[src/rtl/game_ctrl.sv]
// Stacker game controller: IDLE/PLAY/PAUSE/OVER sequencing, BCD round timer and saturating score.
// Optional HISCORE_EN build adds a best-score register updated on round end.
module game_ctrl #(
    parameter int unsigned NUM_ITEMS  = 1,
    parameter int unsigned SCORE_W    = 7,
    parameter int unsigned ROUND_SECS = 60,
    parameter logic [31:0] WEIGHTS    = 32'h05030201
) (
    input  logic                   clk,
    input  logic                   rst_n,
    input  logic                   tick_1hz,
    input  logic                   start_btn,
    input  logic                   pause_btn,
    input  logic [NUM_ITEMS-1:0]   collision,
    input  logic [2*NUM_ITEMS-1:0] color,
    output logic [1:0]             state,
    output logic                   stop,
    output logic                   clear,
    output logic [SCORE_W-1:0]     score,
    output logic [3:0]             sec_tens,
    output logic [3:0]             sec_ones,
    output logic                   end_game,
    output logic [SCORE_W-1:0]     hiscore
);

    // Eight channels of 8-bit weights sum to at most 11 bits; keep headroom above the score.
    localparam int unsigned SUM_W = SCORE_W + 12;
    localparam logic [3:0] RELOAD_TENS = 4'(ROUND_SECS / 10);
    localparam logic [3:0] RELOAD_ONES = 4'(ROUND_SECS % 10);
    localparam logic [SCORE_W-1:0] SCORE_MAX = '1;

    typedef enum logic [1:0] {
        ST_IDLE  = 2'd0,
        ST_PLAY  = 2'd1,
        ST_PAUSE = 2'd2,
        ST_OVER  = 2'd3
    } state_e;

    state_e               state_q, state_d;
    logic                 start_prev_q, start_prev_d;
    logic                 pause_prev_q, pause_prev_d;
    logic                 start_evt_q, start_evt_d;
    logic                 pause_evt_q, pause_evt_d;
    logic                 clear_q, clear_d;
    logic                 stop_q, stop_d;
    logic                 end_game_q, end_game_d;
    logic [SCORE_W-1:0]   score_q, score_d;
    logic [3:0]           tens_q, tens_d;
    logic [3:0]           ones_q, ones_d;
    logic [SUM_W-1:0]     col_sum;
    logic [SUM_W-1:0]     score_sum;
    logic [SCORE_W-1:0]   score_sat;

    // Button edge detection; the history flops reset high so a held button is not a press.
    always_comb begin
        start_prev_d = start_btn;
        pause_prev_d = pause_btn;
        start_evt_d  = start_btn & ~start_prev_q;
        pause_evt_d  = pause_btn & ~pause_prev_q;
    end

    // Weighted sum of all channels landing this cycle, saturated into the score range.
    always_comb begin
        col_sum = '0;
        for (int i = 0; i < int'(NUM_ITEMS); i++) begin
            if (collision[i]) begin
                col_sum = col_sum + SUM_W'(WEIGHTS[{color[2*i +: 2], 3'b000} +: 8]);
            end
        end
        score_sum = SUM_W'(score_q) + col_sum;
        score_sat = (score_sum > SUM_W'(SCORE_MAX)) ? SCORE_MAX : score_sum[SCORE_W-1:0];
    end

    // Next-state, timer and score update.
    always_comb begin
        state_d = state_q;
        score_d = score_q;
        tens_d  = tens_q;
        ones_d  = ones_q;
        clear_d = 1'b0;
        if (start_evt_q) begin
            state_d = ST_PLAY;
            clear_d = 1'b1;
            score_d = '0;
            tens_d  = RELOAD_TENS;
            ones_d  = RELOAD_ONES;
        end else begin
            unique case (state_q)
                ST_PLAY: begin
                    if (pause_evt_q) begin
                        state_d = ST_PAUSE;
                    end
                    score_d = score_sat;
                    if (tick_1hz) begin
                        if (ones_q == 4'd0) begin
                            ones_d = 4'd9;
                            tens_d = tens_q - 4'd1;
                        end else begin
                            ones_d = ones_q - 4'd1;
                        end
                        if ((tens_d == 4'd0) && (ones_d == 4'd0)) begin
                            state_d = ST_OVER;
                        end
                    end
                end
                ST_PAUSE: begin
                    if (pause_evt_q) begin
                        state_d = ST_PLAY;
                    end
                end
                default: begin
                end
            endcase
        end
        stop_d     = (state_d != ST_PLAY);
        end_game_d = (state_d == ST_OVER);
    end

    always_ff @(posedge clk or negedge rst_n) begin
        if (!rst_n) begin
            state_q      <= ST_IDLE;
            start_prev_q <= 1'b1;
            pause_prev_q <= 1'b1;
            start_evt_q  <= 1'b0;
            pause_evt_q  <= 1'b0;
            clear_q      <= 1'b0;
            stop_q       <= 1'b1;
            end_game_q   <= 1'b0;
            score_q      <= '0;
            tens_q       <= RELOAD_TENS;
            ones_q       <= RELOAD_ONES;
        end else begin
            state_q      <= state_d;
            start_prev_q <= start_prev_d;
            pause_prev_q <= pause_prev_d;
            start_evt_q  <= start_evt_d;
            pause_evt_q  <= pause_evt_d;
            clear_q      <= clear_d;
            stop_q       <= stop_d;
            end_game_q   <= end_game_d;
            score_q      <= score_d;
            tens_q       <= tens_d;
            ones_q       <= ones_d;
        end
    end

`ifdef HISCORE_EN
    logic [SCORE_W-1:0] hiscore_q, hiscore_d;

    // Capture the final score on the cycle the round ends.
    always_comb begin
        hiscore_d = hiscore_q;
        if ((state_d == ST_OVER) && (state_q != ST_OVER) && (score_d > hiscore_q)) begin
            hiscore_d = score_d;
        end
    end

    always_ff @(posedge clk or negedge rst_n) begin
        if (!rst_n) begin
            hiscore_q <= '0;
        end else begin
            hiscore_q <= hiscore_d;
        end
    end

    assign hiscore = hiscore_q;
`else
    assign hiscore = '0;
`endif

    assign state    = state_q;
    assign stop     = stop_q;
    assign clear    = clear_q;
    assign score    = score_q;
    assign sec_tens = tens_q;
    assign sec_ones = ones_q;
    assign end_game = end_game_q;

endmodule
[config.mk]
export PLATFORM = sky130hd
export DESIGN_NAME = game_ctrl
export DESIGN_NICKNAME = d
export VERILOG_FILES = /design/src/rtl/game_ctrl.sv
export SDC_FILE = /design/constraint.sdc
export NUM_CORES = 1
export LEC_CHECK = 0
export CORE_ASPECT_RATIO = 1.5
export CORE_MARGIN = 1.5
export CORE_UTILIZATION = 44
export DETAILED_ROUTE_END_ITERATION = 7
export PLACE_DENSITY = 0.75
export SYNTH_ARGS = -nofsm -noshare
export SYNTH_HDL_FRONTEND = slang
export SYNTH_SLANG_ARGS = --single-unit
[constraint.sdc]
create_clock -name clk -period 1.68 [get_ports clk]
set_input_delay 0.42 -clock clk [delete_from_list [all_inputs] [get_ports clk]]
set_output_delay 0.42 -clock clk [all_outputs]
set_load 0.05 [all_outputs]
==> metrics <==
status finished, violations left; failing checks negative setup slack; CTS tree yes; Area Overhead vs Synth 61.22%; CTS Root Cell clkbuf_8; RSZ-0062 raised after global routing yes; Final HPWL DP 2689 µm; final worst-path setup slack -0.03332 ns; Total Routing Usage GR 0.2121; fmax between 500 and 600 MHz; Final setup viols 7; worst endpoint required time 1.83 ns; Sw Ratio 0.4595; # diodes 0; Non-Filler Instances 231; Port Buf Inserts 27; Async SR Flop Fraction 1.000; routed length on met3 125 µm; WL met2 2305 µm; GP Congestion 0.8839; crit-path max cell delay 0.44 ns; largest net degree at the start of global routing 25; wl on met1 approximately 1400 µm; Synth Area per Inst 10.32 µm²; Total Die Area about 3700 µm²; Row Count 25; setup TNS -0.09076 ns; most common cell after layout, fill and taps aside buf_4; EDFF count, synth 0; Int Pwr between 0.002 and 0.0025 W; CP max stage cell dfrtp_2; clock skew approximately 0.0027 ns; Top Metal Used met4; Initial Util 0.4606; CP Launch Type flip-flop; LEAKAGE 1.028 nW; CTS Buf Count 3; initial antenna violation count 0; Mapped Area 1455 µm²; pwr dens 1901 nW/µm²; worst path arrival time 1.86 ns; nets approximately 210; detailed-route via count 1,323; vias in the first global route 1,296; Pre-antenna DRT Iters 4; R2R Setup Slk -0.03 ns; minimum clock period 1.713 ns; Via density between 5 and 6; Main synth FF type dfrtp_1; synth unique cells 51; Crit Path Class reg2reg; I/O pins 35; DRC 0; GR Overflow Total 0; Yosys warning total 0; Sink Count 24; CP Max Fanout 5; hold-fix buffer count after cts 0; Hold Crit Class in2async; Worst-path clk slew approximately 0.08 ns; DIE WIDTH 49.96 µm; VDD IR max 1167 µV; max cap viols 0; share of cells above drive strength 1 0.5079; sequential power share 0.235; Starting DRT DRC Count 36; DR WL/cell 17.79 µm; register area share after synthesis 0.4170; H-tree depth 1; period utilization 1.020; area occupied by registers slightly above 600 µm²; CTS max path bufs 2; Detailed Route WL 4110 µm; Slew Limit Fails 0; cell count after synthesis 141; endpoint type of the worst setup path flip-flop; Multi-input gate area just under 1000 µm²; core area 3159 µm²; fill count 204; worst path cell trace inv_2 -> ha_2 -> nor3b_4 -> a21oi_1 -> o2111ai_4 -> o21ai_1; logic gate share of total power 0.687; Final ANT Viol Nets 0; commonest cells after routing, fill and taps aside buf_4, buf_12, nor2_1, dfrtp_1, dfrtp_2; NetSw 0.002049 W; Hold Fails Final Rpt 0; Clock Latency Late Sink 0.27 ns; die height 73.43 µm; first-pass GRT wire length 5789 µm; #FFs+latches synth 24; Clk pwr share 0.078; placed cells 218
metal layers:
| layer | vias up | track usage |
|---|---|---|
| li1 | 590 | - |
| met1 | 659 | 0.2163 |
| met2 | 53 | 0.3926 |
| met3 | 21 | 0.02033 |
| met4 | 0 | 0.1605 |
| met5 | - | 0 |
area by class of cell:
cell class                      count  area share
Clock buffer                        4     0.01920
Inverter                            8     0.01813
Multi-Input combinational cell    105      0.4123
Sequential cell                    24      0.2629
Tap cell                           40     0.02133
Timing Repair Buffer               50      0.2661
power by group through the flow:
stage	combinational, W	clock (W)	sequential, W
CTS	0.00269	0.000356	0.00105
global placement	0.00252	0	0.00102
floorplan	0.000996	0	0.00151
detailed placement	0.00260	0	0.00103
finish	0.00306	0.000348	0.00105
global route	0.00322	0.000381	0.00107
cell families (layout without fill, tap and decap cells):
group,after synthesis,count (layout),synth area share
AO/OA/AOI/OAI,32,32,0.1694
XOR/XNOR,5,5,0.03010
adder cells (fa/ha/maj),12,12,0.1083
buffers and inverters,18,62,0.07050
flip-flops,24,24,0.4170
multiplexers,1,1,0.006879
other,1,7,0.002577
AND/OR/NAND/NOR,48,48,0.1952
flip-flops by register name (all words and copies together), names as in the netlist:
register	cells
clear	1
end_game	1
pause_evt_q	1
pause_prev_q	1
score	7
sec_ones	4
sec_tens	4
start_evt_q	1
start_prev_q	1
state	2
stop	1
path summary, 6_finish.rpt:
kind                          endpoint    startpoint  cells past startpoint
max                           state[0]   sec_ones[0]                      6
min                        sec_tens[3]         rst_n                      2
max reg2reg                   state[0]   sec_ones[0]                      6
min reg2reg                start_evt_q  start_prev_q                      1
max in group asynchronous         stop         rst_n                      2
min in group clk           start_evt_q  start_prev_q                      1
cells in the mapped netlist (2+ instances only):
| cell | count | area [µm²] |
|---|---|---|
| dfrtp_1 | 19 | 475.5 |
| nor2_1 | 13 | 48.80 |
| ha_1 | 11 | 137.6 |
| buf_4 | 7 | 52.55 |
| inv_1 | 7 | 26.28 |
| nor2b_1 | 7 | 43.79 |
| nand2_1 | 6 | 22.52 |
| o21ai_1 | 6 | 30.03 |
| a21oi_1 | 5 | 25.02 |
| dfstp_2 | 5 | 131.4 |
| nor3_1 | 3 | 15.01 |
| o221a_1 | 3 | 33.78 |
| xor2_1 | 3 | 26.28 |
| a211oi_1 | 2 | 15.01 |
| a21o_1 | 2 | 15.01 |
| and2_1 | 2 | 12.51 |
| nand2b_1 | 2 | 12.51 |
| nand3_1 | 2 | 10.01 |
| o211ai_1 | 2 | 15.01 |
| o21a_1 | 2 | 15.01 |
| xnor2_1 | 2 | 17.52 |
per-stage QoR:
step	total power [W]	util	hold WS, ns	cell area [µm²]	worst slack (ns)
finish	0.004460	0.7426	0.4963	2346	-0.03332
global route	0.004674	0.7426	0.5306	2346	-0.07010
CTS	0.004089	0.6974	0.5034	2203	-0.02336
detailed placement	0.003637	0.6594	0.4847	2083	-1.012
global placement	0.003541	0.6594	0.4698	2083	-0.8422
floorplan	0.002501	-	0.1244	1556	-0.09894
critical path, delay by kind of cell, from the launching register on:
family                   cells  cell delay [ns]
flip-flops                   1             0.44
adder cells (fa/ha/maj)      1             0.19
AO/OA/AOI/OAI                3             0.62
AND/OR/NAND/NOR              1             0.28
buffers and inverters        1             0.07
what timing repair did:
item                       in CTS  in global routing
setup endpoints to repair      11                 11
pin swaps                      12                  7
gates resized for setup        28                 15
buffers inserted                1                  8
(Power assumes the default switching activity.)
